**src/rtl/ccsds_turbo_dec_lextr.sv**
```systemverilog
// Extrinsic LLR stage behind the a-posteriori LLR unit of the component MAP decoder.
// Delays per-bit side info to meet the Lapo stream, forms the saturated (optionally
// scaled) extrinsic LLR and hard decision, and counts hard-decision changes per block.
module ccsds_turbo_dec_lextr #(
    parameter int pLLR_W    = 5,
    parameter int pLLR_FP   = 3,
    parameter int pMET_W    = 10,
    parameter int pLEXTR_W  = 7,
    parameter int pLAPO_LAT = 6,
    parameter int pSCALE    = 0,
    parameter int pCNT_W    = 16
) (
    input  logic                iclk,
    input  logic                ireset_n,
    input  logic                iclkena,
    input  logic                isval,
    input  logic [pLLR_W-1:0]   iLsys,
    input  logic [pLEXTR_W-1:0] iLapr,
    input  logic                ihd_prev,
    input  logic [15:0]         iaddr,
    input  logic                isop,
    input  logic                ieop,
    input  logic                iLapo_val,
    input  logic [pMET_W-1:0]   iLapo,
    output logic                oval,
    output logic [pLEXTR_W-1:0] oLextr,
    output logic                ohd,
    output logic [15:0]         oaddr,
    output logic                osop,
    output logic                oeop,
    output logic                ochg_val,
    output logic [pCNT_W-1:0]   ochg_cnt,
    output logic                oerr
);

    localparam int DW = pMET_W + 2;
    localparam logic signed [DW-1:0] SAT_P = DW'(2**(pLEXTR_W-1) - 1);
    localparam logic signed [DW-1:0] SAT_N = -SAT_P;

    // All LLR inputs share one fixed-point format, so no rescaling is done here.
    if (pLLR_FP >= pLLR_W) begin : g_fp_range_err
        $error("pLLR_FP must be smaller than pLLR_W");
    end

    typedef struct packed {
        logic                val;
        logic [pLLR_W-1:0]   lsys;
        logic [pLEXTR_W-1:0] lapr;
        logic                hdp;
        logic [15:0]         addr;
        logic                sop;
        logic                eop;
    } side_t;

    side_t side_in, side_out;
    side_t dl_q [pLAPO_LAT];

    logic                 beat;
    logic signed [DW-1:0] lapo_x, lsys_x, lapr_x;
    logic signed [DW-1:0] s1_d_d, s1_d_q;
    logic                 s1_hd_d, s1_hd_q;
    logic                 s1_val_q, s1_hdp_q, s1_sop_q, s1_eop_q;
    logic [15:0]          s1_addr_q;
    logic signed [DW-1:0] sc, sat;
    logic [pLEXTR_W-1:0]  lextr_d;
    logic                 chg;
    logic [pCNT_W-1:0]    cnt_d, cnt_q;
    logic                 err_q;

    // Pack side info and pick the delay-line tap that lines up with the Lapo output.
    always_comb begin
        side_in      = '0;
        side_in.val  = isval;
        side_in.lsys = iLsys;
        side_in.lapr = iLapr;
        side_in.hdp  = ihd_prev;
        side_in.addr = iaddr;
        side_in.sop  = isop;
        side_in.eop  = ieop;
        side_out     = dl_q[pLAPO_LAT-1];
        // A beat is processed if either side claims it, so a lost Lapo valid still yields output.
        beat         = iLapo_val | side_out.val;
    end

    // Side-info delay line: shifts on every enabled cycle, valid or not.
    always_ff @(posedge iclk or negedge ireset_n) begin
        if (!ireset_n) begin
            for (int unsigned i = 0; i < pLAPO_LAT; i++) dl_q[i] <= '0;
        end else if (iclkena) begin
            dl_q[0] <= side_in;
            for (int unsigned i = 1; i < pLAPO_LAT; i++) dl_q[i] <= dl_q[i-1];
        end
    end

    // Stage 1 arithmetic: full-width difference and sign-based hard decision.
    always_comb begin
        lapo_x  = {{(DW-pMET_W){iLapo[pMET_W-1]}}, iLapo};
        lsys_x  = {{(DW-pLLR_W){side_out.lsys[pLLR_W-1]}}, side_out.lsys};
        lapr_x  = {{(DW-pLEXTR_W){side_out.lapr[pLEXTR_W-1]}}, side_out.lapr};
        s1_d_d  = lapo_x - lsys_x - lapr_x;
        s1_hd_d = ~iLapo[pMET_W-1] & (|iLapo);
    end

    // Stage 1 registers, plus the sticky alignment error.
    always_ff @(posedge iclk or negedge ireset_n) begin
        if (!ireset_n) begin
            s1_val_q  <= 1'b0;
            s1_d_q    <= '0;
            s1_hd_q   <= 1'b0;
            s1_hdp_q  <= 1'b0;
            s1_addr_q <= '0;
            s1_sop_q  <= 1'b0;
            s1_eop_q  <= 1'b0;
            err_q     <= 1'b0;
        end else if (iclkena) begin
            s1_val_q <= beat;
            if (beat) begin
                s1_d_q    <= s1_d_d;
                s1_hd_q   <= s1_hd_d;
                s1_hdp_q  <= side_out.hdp;
                s1_addr_q <= side_out.addr;
                s1_sop_q  <= side_out.sop;
                s1_eop_q  <= side_out.eop;
            end
            if (side_out.val != iLapo_val) err_q <= 1'b1;
        end
    end

    // Stage 2 arithmetic: optional x0.75 scaling, symmetric saturation, change counting.
    always_comb begin
        sc = s1_d_q;
        if (pSCALE == 1) sc = s1_d_q - (s1_d_q >>> 2);
        if (sc > SAT_P)      sat = SAT_P;
        else if (sc < SAT_N) sat = SAT_N;
        else                 sat = sc;
        lextr_d = sat[pLEXTR_W-1:0];

        chg = s1_hd_q ^ s1_hdp_q;
        if (s1_sop_q)    cnt_d = pCNT_W'(chg);
        else if (&cnt_q) cnt_d = cnt_q;
        else             cnt_d = cnt_q + pCNT_W'(chg);
    end

    // Stage 2 / output registers; data outputs hold while no beat is presented.
    always_ff @(posedge iclk or negedge ireset_n) begin
        if (!ireset_n) begin
            oval     <= 1'b0;
            oLextr   <= '0;
            ohd      <= 1'b0;
            oaddr    <= '0;
            osop     <= 1'b0;
            oeop     <= 1'b0;
            cnt_q    <= '0;
            ochg_val <= 1'b0;
            ochg_cnt <= '0;
        end else if (iclkena) begin
            oval     <= s1_val_q;
            ochg_val <= s1_val_q & s1_eop_q;
            if (s1_val_q) begin
                oLextr <= lextr_d;
                ohd    <= s1_hd_q;
                oaddr  <= s1_addr_q;
                osop   <= s1_sop_q;
                oeop   <= s1_eop_q;
                cnt_q  <= cnt_d;
                if (s1_eop_q) ochg_cnt <= cnt_d;
            end
        end
    end

    assign oerr = err_q;

endmodule

```
**config.mk**
```make
export PLATFORM = sky130hd
export DESIGN_NAME = ccsds_turbo_dec_lextr
export DESIGN_NICKNAME = d
export VERILOG_FILES = /design/src/rtl/ccsds_turbo_dec_lextr.sv
export SDC_FILE = /design/constraint.sdc
export NUM_CORES = 1
export LEC_CHECK = 0
export CORE_MARGIN = 4
export CORE_UTILIZATION = 45
export CTS_BUF_LIST = sky130_fd_sc_hd__clkbuf_4 sky130_fd_sc_hd__clkbuf_8
export DETAILED_ROUTE_END_ITERATION = 10
export HOLD_SLACK_MARGIN = 0.05
export PLACE_DENSITY_LB_ADDON = 0.25
export SLEW_MARGIN = 20
export SYNTH_ARGS = -nofsm -noshare
export SYNTH_HDL_FRONTEND = slang
export SYNTH_SLANG_ARGS = --single-unit
```
**constraint.sdc**
```tcl
create_clock -name iclk -period 2.1 [get_ports iclk]
set_input_delay 0.315 -clock iclk [delete_from_list [all_inputs] [get_ports iclk]]
set_output_delay 0.315 -clock iclk [all_outputs]
set_load 0.1 [all_outputs]
```
==> out/metrics.yaml, run 1 <==
clocking:
  h-tree-depth: 2
  clock_sinks: 286
  root_buffer: "clkbuf_8"
  cts_tree: "built"
  insertion_delay_ns: 0.55
  clk_pin_slew_ns: 0.06
  clk_path_buf_depth: 3
  cts_buffers: 47
sta:
  tns_ns: -0.245
  tightest_slew_ns: 0.598
  setup_violations: 4
  whs_ns: 0.139
  final.setup_skew_ns: 0.00723
  max_freq_mhz: 456
  fin_ws_ns: -0.0910
  maxSlewViolCount: 0
  grt_setup_unrepaired: "yes"
  period_needed_ns: 2.19
  relSlewSlack_pct: 60.1
  hold_viol_final: 0
  finalCritPeriodShare_pct: 104
outcome:
  violations: "setup timing"
  outcome: "finished, violations left"
power_and_ir_drop:
  p_leak_uw: 0.00672
  total_power_uw: 19400
  ir_drop_v: 0.00149
  power_density_mw_per_mm2: 1320
worst_setup_path:
  crit_slowest_cell: "fa_1"
  crit_type: "reg2reg"
  crit_required_ns: 2.55
  end_kind: "register"
  start_kind: "register"
  critPathBufInv: 1
  ff2ff_path_depth: 8
  cp.arrival_ns: 2.64
  crit_chain: "inv_4, fa_1, ha_4, nand4_1, a21oi_2, o21bai_1, and3b_1, o31ai_2"
  r2r_slack_ns: -0.09
  crit_fanout: 7
  r2r_start: "dl_q[30]$_DFFE_PN0P_"
  r2r-end: "s1_d_q[9]$_DFFE_PN0P_"
  max_stage_delay_ns: 0.47
  crit_family: "adder cells"
layout:
  syn_to_final_growth_pct: 23.5
  diodes: 0
  layoutNonFillerInstCount: 1482
  final_net_count: 1184
  final_layout_size_suffix_gt1_share_pct: 37.1
  nFillCells: 2191
floorplan:
  num_rows: 59
  num_io_pins: 91
  die_x_um: 171
  die_h_um: 171
  core_area_mm2: 0.0261
  start_util_pct: 45.7
  die_area_mm2: 0.0291
hold_path:
  hold_path_end: "s1_val_q$_DFFE_PN0P_"
  min_path_type: "in2reg"
  hold_depth: 2
  holdCritStartpoint: "iclkena"
logic_synthesis:
  ys_seq_area_share_pct: 60.1
  synth_commonest_cells: "286 x dfrtp_1, 182 x nand2_1, 181 x mux2_2, 45 x o21ai_0, 29 x clkbuf_1"
  ys_top_cells_by_area: "dfrtp_1 60%, mux2_2 17%, nand2_1 5.7%"
  ys_warn_count: 0
  async_reset_ff_share_pct: 100
  synth_area_leader_cell: "dfrtp_1"
  synth_area_mm2: 0.0119
  syn-num-nets: 1022
  postSynthCellCount: 950
  ys.flop_type: "dfrtp_1"
  synth-edff-count: 0
  avgSynthCellArea_um2: 12.5
  synth.most_common_cell: "dfrtp_1"
  ys_ff_latch: 286
  ys_types: 56
  synth_top_area_share_pct: 60.1
detailed_routing:
  via_per_inst: 4.97
  drt_pass1_iterations: 4
  via_count: 7361
  ant_nets: 0
  drc_errors: 0
  drt_iter0_markers: 461
  routed_wl_um: 22100
  post_drt_wl_per_cell_um: 14.9
placed_design:
  gp_congestion: 0.821
  dp_hpwl_um: 14800
  pre_cts_slack_ns: -0.609
  io_buffers: 90
  dp.cells: 1392
global_route:
  grt_max_degree: 100
  antenna_found_initial: 0
  grtUsageTotal_pct: 15.4
  grt_pass1_wl_um: 37500
  grt_pass1_vias: 7340
  grt_overflow: 0
job:
  maxCapViolCount: 0
-- layer usage --
layer  GRT usage (%)  vias to the layer above  part of all wire [%]
met1            23.3                     3568                    50
met5               0                        -                     0
li1                -                     3627                     -
met4            4.79                        0                   1.9
met3            3.10                       39                   4.1
met2            22.7                      127                    44
-- repair_timing --
item,CTS,global route
gates cloned,0,0
pin swaps,5,11
setup endpoints to repair,8,18
buffers inserted,1,4
endpoints found under the hold margin,62,0
resized for setup,18,21
hold buffers,1,0
-- flip-flops by register name, indices dropped and copies added, names as in the netlist, 7 cells and up --
signal	count
oaddr	16
oLextr	7
s1_d_q	12
cnt_q	16
dl_q	192
ochg_cnt	16
s1_addr_q	16
-- power breakdown --
part	internal (uW)	switching [uW]	leakage, uW
Clock	2920	2070	0.000544
Sequential	6860	798	0.00347
Combinational	2670	4070	0.00270
Total	12500	6940	0.00672
-- through the flow --
step                util, %  instance area [um^2]
floorplan                 -                 11900
global placement       51.8                 13500
detailed placement     51.8                 13500
CTS                    56.0                 14600
global route           56.4                 14700
finish                 56.4                 14700
-- area by class of cell --
type                    count  area, um^2  area share [%]
inverters                  23        91.3           0.621
repair buffers            158        1400            9.53
well taps                 335         419            2.85
clock buffers              80         976            6.64
clock inverters             4        37.5           0.255
flip-flops and latches    286        7160            48.7
multi-input cells         596        4620            31.4
-- cells in the final DEF (no fill, tap or decap), types with 3 or more instances in the layout --
master           netlist  layout
a21oi_1               15      11
buf_4                  3     104
fa_1                  10       8
o21ai_1                0       3
inv_1                 23      16
nand2b_1               4       4
and3_1                 3       3
mux2_2               181     181
nand3_1               11      11
a21oi_2                0       4
clkbuf_4               2      20
a211oi_2               1       3
o31ai_1               17      16
dfrtp_1              286     286
clkdlybuf4s50_1        0      43
nand2_1              182     181
o211ai_1               3       3
ha_4                   0       6
xor2_1                 7       7
nor3_1                 9       7
o21ai_0               45      41
a21o_1                 7       7
ha_1                  16       8
nor4_1                 3       3
nor2_1                26      24
a31oi_1                4       4
inv_2                  0       5
clkbuf_8               0      61
buf_12                 0       7
xnor2_1                7       7
nand4_1                6       6
-- worst max path at each step --
| stage | to | slack [ns] | start | cells after the start |
|---|---|---|---|---|
| after floorplan | s1_d_q[7]$_DFFE_PN0P_ | -0.04 | dl_q[30]$_DFFE_PN0P_ | 8 |
| after global placement | s1_d_q[6]$_DFFE_PN0P_ | -0.58 | iLapo[0] | 8 |
| after detailed placement | s1_d_q[6]$_DFFE_PN0P_ | -0.61 | iLapo[0] | 8 |
| after global routing | s1_d_q[9]$_DFFE_PN0P_ | -0.23 | dl_q[30]$_DFFE_PN0P_ | 9 |
| after CTS | s1_d_q[9]$_DFFE_PN0P_ | -0.12 | dl_q[25]$_DFFE_PN0P_ | 8 |
| final | s1_d_q[9]$_DFFE_PN0P_ | -0.09 | dl_q[30]$_DFFE_PN0P_ | 8 |
-- worst register-to-register path: stages (launching register included) --
cell and delay (ns):
dfrtp_1 0.39, inv_4 0.12, fa_1 0.47, ha_4 0.31, nand4_1 0.15, a21oi_2 0.18
o21bai_1 0.11, and3b_1 0.19, o31ai_2 0.18
-- cell families (layout without fill, tap and decap cells) --
group / after synthesis / count (layout) / synth area share [%]
xor gates and xnor gates: 14 / 14 / 1.03
and+or+nand+nor: 259 / 259 / 9.53
adders and majority gates: 26 / 26 / 3.36
buffers and inverters: 68 / 265 / 2.41
AOI/OAI and AO/OA: 115 / 115 / 6.35
DFF: 286 / 286 / 60.1
muxes: 182 / 182 / 17.2
(Power assumes the default switching activity.)
==> run 2, diff against run 1 <==
Settings changed: CORE_ASPECT_RATIO set to 1.75, CORE_MARGIN 4 to 3.
==> run 2 against run 1 <==
The run still ends with setup timing left; wire length decreased by 1.6%; total power decreased by 1.7%; final area decreased by 0.21%; clock power decreased by 6.2%; register-to-register slack about the same; largest cell class unchanged.
==> out/metrics.yaml, run 2 (synthesized netlist as in run 1, its figures left out) <==
outcome:
  outcome: "finished, violations left"
  violations: "setup timing"
power_and_ir_drop:
  p_int_uw: 12300  # -1.6%
  p_seq_share_pct: 39.9  # +0.4 points
  combinationalPowerShare_pct: 35.5  # +0.7 points
  power_density_mw_per_mm2: 1300  # -1.5%
  p_switching_uw: 6800  # -2.0%
  clkPwrFrac_pct: 24.6  # -1.2 points
  p_sw_share_pct: 35.7  # -0.10 points
  p_leak_uw: 0.00669  # -0.45%
  ir_drop_v: 0.000748  # -50%
detailed_routing:
  ant_nets: 0  # unchanged
  wl_met3_um: 795  # -13%
  met2_wirelength_um: 10900  # +13%
  highest_layer: "met4"
  drt_iter0_markers: 340  # -26%
  post_drt_wl_per_cell_um: 14.8  # -0.48%
  wl_met1_um: 9240  # -17%
  routed_wl_um: 21700  # -1.6%
  drt_pass1_iterations: 6  # +2
  via_count: 7467  # +1.4%
  drc_errors: 0  # unchanged
  via_per_inst: 5.09  # +2.5%
sta:
  fin_ws_ns: -0.102  # -0.0109 ns
  grt_setup_unrepaired: "yes"
  tns_ns: -0.316  # -0.0715 ns
  finalCritPeriodShare_pct: 105  # +0.52 points
  hold_viol_final: 0  # unchanged
  setup_violations: 7  # +3
  final.setup_skew_ns: 0.0188  # +0.0116 ns
  tightest_slew_ns: 0.544  # -0.0539 ns
  max_freq_mhz: 454  # -0.49%
  period_needed_ns: 2.20  # +0.0109 ns
  maxSlewViolCount: 0  # unchanged
  relSlewSlack_pct: 63.6  # +3.5 points
worst_setup_path:
  crit_slowest_cell: "fa_1"
  critPathBufInv: 1  # unchanged
  crit_chain: "inv_2, fa_1, ha_4, a211oi_2, o21bai_1, a21oi_2, or4_1, nand3_1"
  crit_required_ns: 2.55  # about the same
  crit_type: "reg2reg"
  max_stage_delay_ns: 0.45  # -0.02 ns
  crit_fanout: 4  # -3
  cp.arrival_ns: 2.65  # about the same
  crit_family: "adder cells"
  end_kind: "register"
  start_kind: "register"
clocking:
  clock_sinks: 286  # unchanged
  insertion_delay_ns: 0.53  # -0.02 ns
  clk_pin_slew_ns: 0.07  # about the same
  cts_tree: "built"
  root_buffer: "clkbuf_8"
  h-tree-depth: 2  # unchanged
  clk_path_buf_depth: 3  # unchanged
  cts_buffers: 42  # -11%
floorplan:
  start_util_pct: 45.9  # +0.17 points
  num_io_pins: 91  # unchanged
  die_h_um: 221  # +30%
  core_area_mm2: 0.0260  # -0.38%
  num_rows: 78  # +32%
  die_area_mm2: 0.0285  # -2.1%
  die_x_um: 129  # -24%
placed_design:
  gp_congestion: 0.877  # +6.8%
  dpl_cell_area_mm2: 0.0135  # +0.21%
  dp_hpwl_um: 15200  # +2.6%
  pre_cts_slack_ns: -0.701  # -0.0916 ns
  dp.cells: 1383  # -0.65%
  io_buffers: 90  # unchanged
hold_path:
  min_path_type: "in2async"
layout:
  layout_commonest_cell: "dfrtp_1"
  syn_to_final_growth_pct: 23.2
  largest_reg_flops: 192  # unchanged
  fin_area_mm2: 0.0147  # -0.21%
  final_layout_size_suffix_gt1_share_pct: 37.2  # +0.12 points
  diodes: 0  # unchanged
  largest-register: "dl_q"
  final_net_count: 1191  # +0.59%
  final_cell_mix: "286 x dfrtp_1, 181 x mux2_2, 181 x nand2_1"
  layoutNonFillerInstCount: 1466  # -1.1%
job:
  maxCapViolCount: 0  # unchanged
global_route:
  grt_pass1_vias: 7706  # +5.0%
  grt_overflow: 0  # unchanged
  grt_pass1_wl_um: 38100  # +1.7%
  grtUsageTotal_pct: 16.0  # +0.55 points
  antenna_found_initial: 0  # unchanged
  grt_max_degree: 66  # -34%
-- run 2: changes by cell type in the layout (fill, tap and decap cells not counted), moves of 2 or more --
cell,before,now
buf_4,104,116
clkbuf_4,20,12
clkbuf_8,61,54
bufinv_16,0,2
o21ai_0,41,39
o21ai_1,3,5
-- run 2: repair_timing --
action / in CTS / in global routing
endpoints found under the hold margin: 58 / 0
hold buffers: 2 / 0
gates resized for setup: 26 / 14
cloned: 0 / 0
endpoints found under the setup margin: 9 / 16
buffers inserted: 4 / 7
pin swaps: 16 / 9
-- run 2: metrics by stage --
step                total power, uW  utilization [%]  hold WS [ns]
global placement              13900             52.1         0.303
floorplan                     12100                -        0.0194
global route                  20200             56.5         0.353
detailed placement            14000             52.1         0.304
finish                        19100             56.5         0.335
CTS                           19200             56.2         0.337
-- run 2: routing by layer --
| layer | GRT usage (%) | up-vias |
|---|---|---|
| li1 | - | 3630 |
| met1 | 20.6 | 3617 |
| met2 | 26.8 | 159 |
| met3 | 2.68 | 61 |
| met4 | 6.34 | 0 |
| met5 | 0 | - |
-- run 2: worst paths after layout --
path | startpoint | endpoint | slack (ns) | cells after the start
max | dl_q[21]$_DFFE_PN0P_ | s1_d_q[10]$_DFFE_PN0P_ | -0.10 | 8
min | ireset_n | dl_q[156]$_DFFE_PN0P_ | 0.34 | 2
max reg2reg | dl_q[21]$_DFFE_PN0P_ | s1_d_q[10]$_DFFE_PN0P_ | -0.10 | 8
min reg2reg | dl_q[1]$_DFFE_PN0P_ | s1_sop_q$_DFFE_PN0P_ | 0.45 | 2
max in group asynchronous | ireset_n | dl_q[32]$_DFFE_PN0P_ | 1.03 | 3
min in group iclk | iLapr[1] | dl_q[180]$_DFFE_PN0P_ | 0.39 | 2
-- run 2: layout make-up --
type | count | area [um^2]
fill | 2232 | 11300
sequential | 286 | 7160
multi-input combinational | 596 | 4630
timing repair buffer | 170 | 1490
clock buffer | 65 | 820
tap | 320 | 400
inverter | 23 | 88.8
clock inverter | 6 | 82.6
-- run 2: power by group through the flow --
stage / clock network, uW / registers (uW) / logic [uW]
3_3_place_gp: 0 / 7660 / 6210
6_report: 4690 / 7600 / 6760
2_1_floorplan: 0 / 9310 / 2740
3_5_place_dp: 0 / 7710 / 6340
5_1_grt: 5120 / 7790 / 7310
4_1_cts: 4880 / 7610 / 6720
-- run 2: worst register-to-register path: cells and delay by family (launching register included) --
family	cells	cell delay, ns
AND/OR/NAND/NOR	2	0.51
AO/OA/AOI/OAI	3	0.40
buffers and inverters	1	0.08
flip-flops	1	0.37
adder cells (fa/ha/maj)	2	0.77
==> run 3, diff against run 2 <==
Settings changed: CORE_ASPECT_RATIO 1.75 to 0.6, SKIP_LAST_GASP set to 1.
==> run 3 against run 2 <==
The flow still finishes with violations (setup timing); total power grew 1.2%; non-clock buffer count shrank 8; wire length grew 12%; combinational power grew 4.6%; register-to-register slack lost 0.05 ns; sequential power grew 1%; worst hold slack lost 0.066 ns; final area grew 0.69%; first-iteration DRC count grew 21%; core utilization grew 1.0 points; via count grew 2.0%.
==> out/metrics.yaml, run 3 (synthesized netlist as in run 1, its figures left out) <==
outcome:
  outcome: "finished, violations left"
  violations: "setup timing"
global_route:
  grt_overflow: 0  # unchanged
  grtUsageTotal_pct: 17.2  # +1.2 points
  grt_pass1_wl_um: 39900  # +4.7%
  grt_max_degree: 79  # +20%
  antenna_found_initial: 0  # unchanged
  grt_pass1_vias: 7783  # +1.0%
clocking:
  root_buffer: "clkbuf_8"
  clk_pin_slew_ns: 0.06  # about the same
  insertion_delay_ns: 0.56  # +0.03 ns
  cts_buffers: 43  # +2.4%
  cts_tree: "built"
  clock_sinks: 286  # unchanged
  h-tree-depth: 2  # unchanged
  clk_path_buf_depth: 3  # unchanged
placed_design:
  gp_congestion: 0.874  # -0.36%
  io_buffers: 90  # unchanged
  dp_hpwl_um: 16400  # +8.2%
  dp.cells: 1407  # +1.7%
power_and_ir_drop:
  p_leak_uw: 0.00668  # about the same
  ir_drop_v: 0.000753  # +0.61%
  total_power_uw: 19300  # +1.2%
  power_density_mw_per_mm2: 1310  # +0.49%
layout:
  fin_util_pct: 57.5  # +1.0 points
  layoutNonFillerInstCount: 1486  # +1.4%
  largest-register: "dl_q"
  final_net_count: 1184  # -0.59%
  final_layout_size_suffix_gt1_share_pct: 37.5  # +0.31 points
  multiInputGateArea_mm2: 0.00476  # +2.8%
  diodes: 0  # unchanged
  ff_latch_area_mm2: 0.00716  # unchanged
  nFillCells: 2201  # -1.4%
  layout_commonest_cell: "dfrtp_1"
  final_cell_mix: "286 x dfrtp_1, 181 x mux2_2, 181 x nand2_1"
  largest_reg_flops: 192  # unchanged
  syn_to_final_growth_pct: 24.1
sta:
  maxSlewViolCount: 0  # unchanged
  max_freq_mhz: 444  # -2.2%
  whs_ns: 0.269  # -0.0662 ns
  setup_violations: 8  # +1
  period_needed_ns: 2.25  # +0.0499 ns
  relSlewSlack_pct: 67.3  # +3.7 points
  final.setup_skew_ns: 0.0174  # -0.00139 ns
  hold_viol_final: 0  # unchanged
  grt_setup_unrepaired: "yes"
  finalCritPeriodShare_pct: 107  # +2.4 points
  tightest_slew_ns: 0.490  # -0.0542 ns
  fin_ws_ns: -0.152  # -0.0499 ns
  tns_ns: -0.919  # -0.603 ns
job:
  maxCapViolCount: 0  # unchanged
floorplan:
  die_x_um: 216  # +67%
  die_h_um: 132  # -40%
  num_rows: 45  # -42%
  core_area_mm2: 0.0257  # -1.1%
  start_util_pct: 46.4  # +0.51 points
  die_area_mm2: 0.0285  # about the same
  num_io_pins: 91  # unchanged
worst_setup_path:
  crit_type: "reg2reg"
  cp.arrival_ns: 2.69  # +0.04 ns
  r2r_start: "dl_q[21]$_DFFE_PN0P_"
  crit_fanout: 5  # +1
  crit_required_ns: 2.53  # -0.02 ns
  crit_cells: 9  # +1
  start_kind: "register"
  critPathBufInv: 2  # +1
  ff2ff_path_depth: 9  # +1
  max_stage_delay_ns: 0.46  # about the same
  crit_slowest_cell: "fa_1"
  r2r-end: "s1_d_q[6]$_DFFE_PN0P_"
  end_kind: "register"
  crit_chain: "inv_2, fa_1, ha_4, a211oi_2, o21bai_2, a21oi_2, buf_4, xor2_1, o21ai_1"
  crit_start: "dl_q[21]$_DFFE_PN0P_"
  r2r_slack_ns: -0.15  # -0.05 ns
  crit_family: "adder cells"
hold_path:
  min_path_type: "in2async"
detailed_routing:
  via_per_inst: 5.13  # +0.64%
  post_drt_wl_per_cell_um: 16.3  # +10%
  drt_iter0_markers: 412  # +21%
  ant_nets: 0  # unchanged
  drt_pass1_iterations: 4  # -2
  routed_wl_um: 24300  # +12%
  via_count: 7617  # +2.0%
  drc_errors: 0  # unchanged
## run 3: changes by cell type in the layout (fill, tap and decap cells not counted), sizes merged
| cell | delta |
|---|---|
| dlygate4sd3 | -1 |
| buf | -7 |
| clkinvlp | -1 |
| inv | +1 |
| bufinv | -2 |
| clkinv | -2 |
## run 3: how the worst max path moves through the flow
stage,endpoint
floorplan,s1_d_q[7]$_DFFE_PN0P_
global placement,s1_d_q[11]$_DFFE_PN0P_
detailed placement,s1_d_q[11]$_DFFE_PN0P_
CTS,s1_d_q[5]$_DFFE_PN0P_
global route,s1_d_q[6]$_DFFE_PN0P_
finish,s1_d_q[6]$_DFFE_PN0P_
## run 3: final cells by class
type	instances	area share [%]
flip-flops and latches	286	48.5
repair buffers	162	10.0
well taps	352	2.98
multi-input cells	596	32.2
inverters	23	0.601
clock inverters	2	0.110
clock buffers	65	5.59
## run 3: metal layers
metal / share of wire (%) / wire [um] / GRT usage (%)
met1: 48 / 11600 / 24.9
met2: 45 / 11000 / 25.9
met3: 5.5 / 1330 / 4.84
met4: 1.3 / 324 / 4.01
met5: 0 / 0 / 0
## run 3: power by group
group | total (uW) | leakage [uW] | internal (uW) | switching [uW]
logic | 7070 | 0.00276 | 2820 | 4260
registers | 7690 | 0.00347 | 6850 | 836
clock network | 4510 | 0.000449 | 2480 | 2030
total | 19300 | 0.00668 | 12200 | 7120
## run 3: what timing repair did
item                                   CTS  global route
setup buffers                            7             5
endpoints found under the hold margin   53             0
pin swaps                               18            17
hold buffers                             1             0
setup endpoints to repair               16            20
gates resized for setup                 36            33
## run 3: metrics by stage
stage	worst slack [ns]	cell area, um^2
after floorplan	-0.0441	11900
after global placement	-0.658	13500
after detailed placement	-0.651	13500
after CTS	-0.137	14600
after global routing	-0.296	14800
final	-0.152	14800
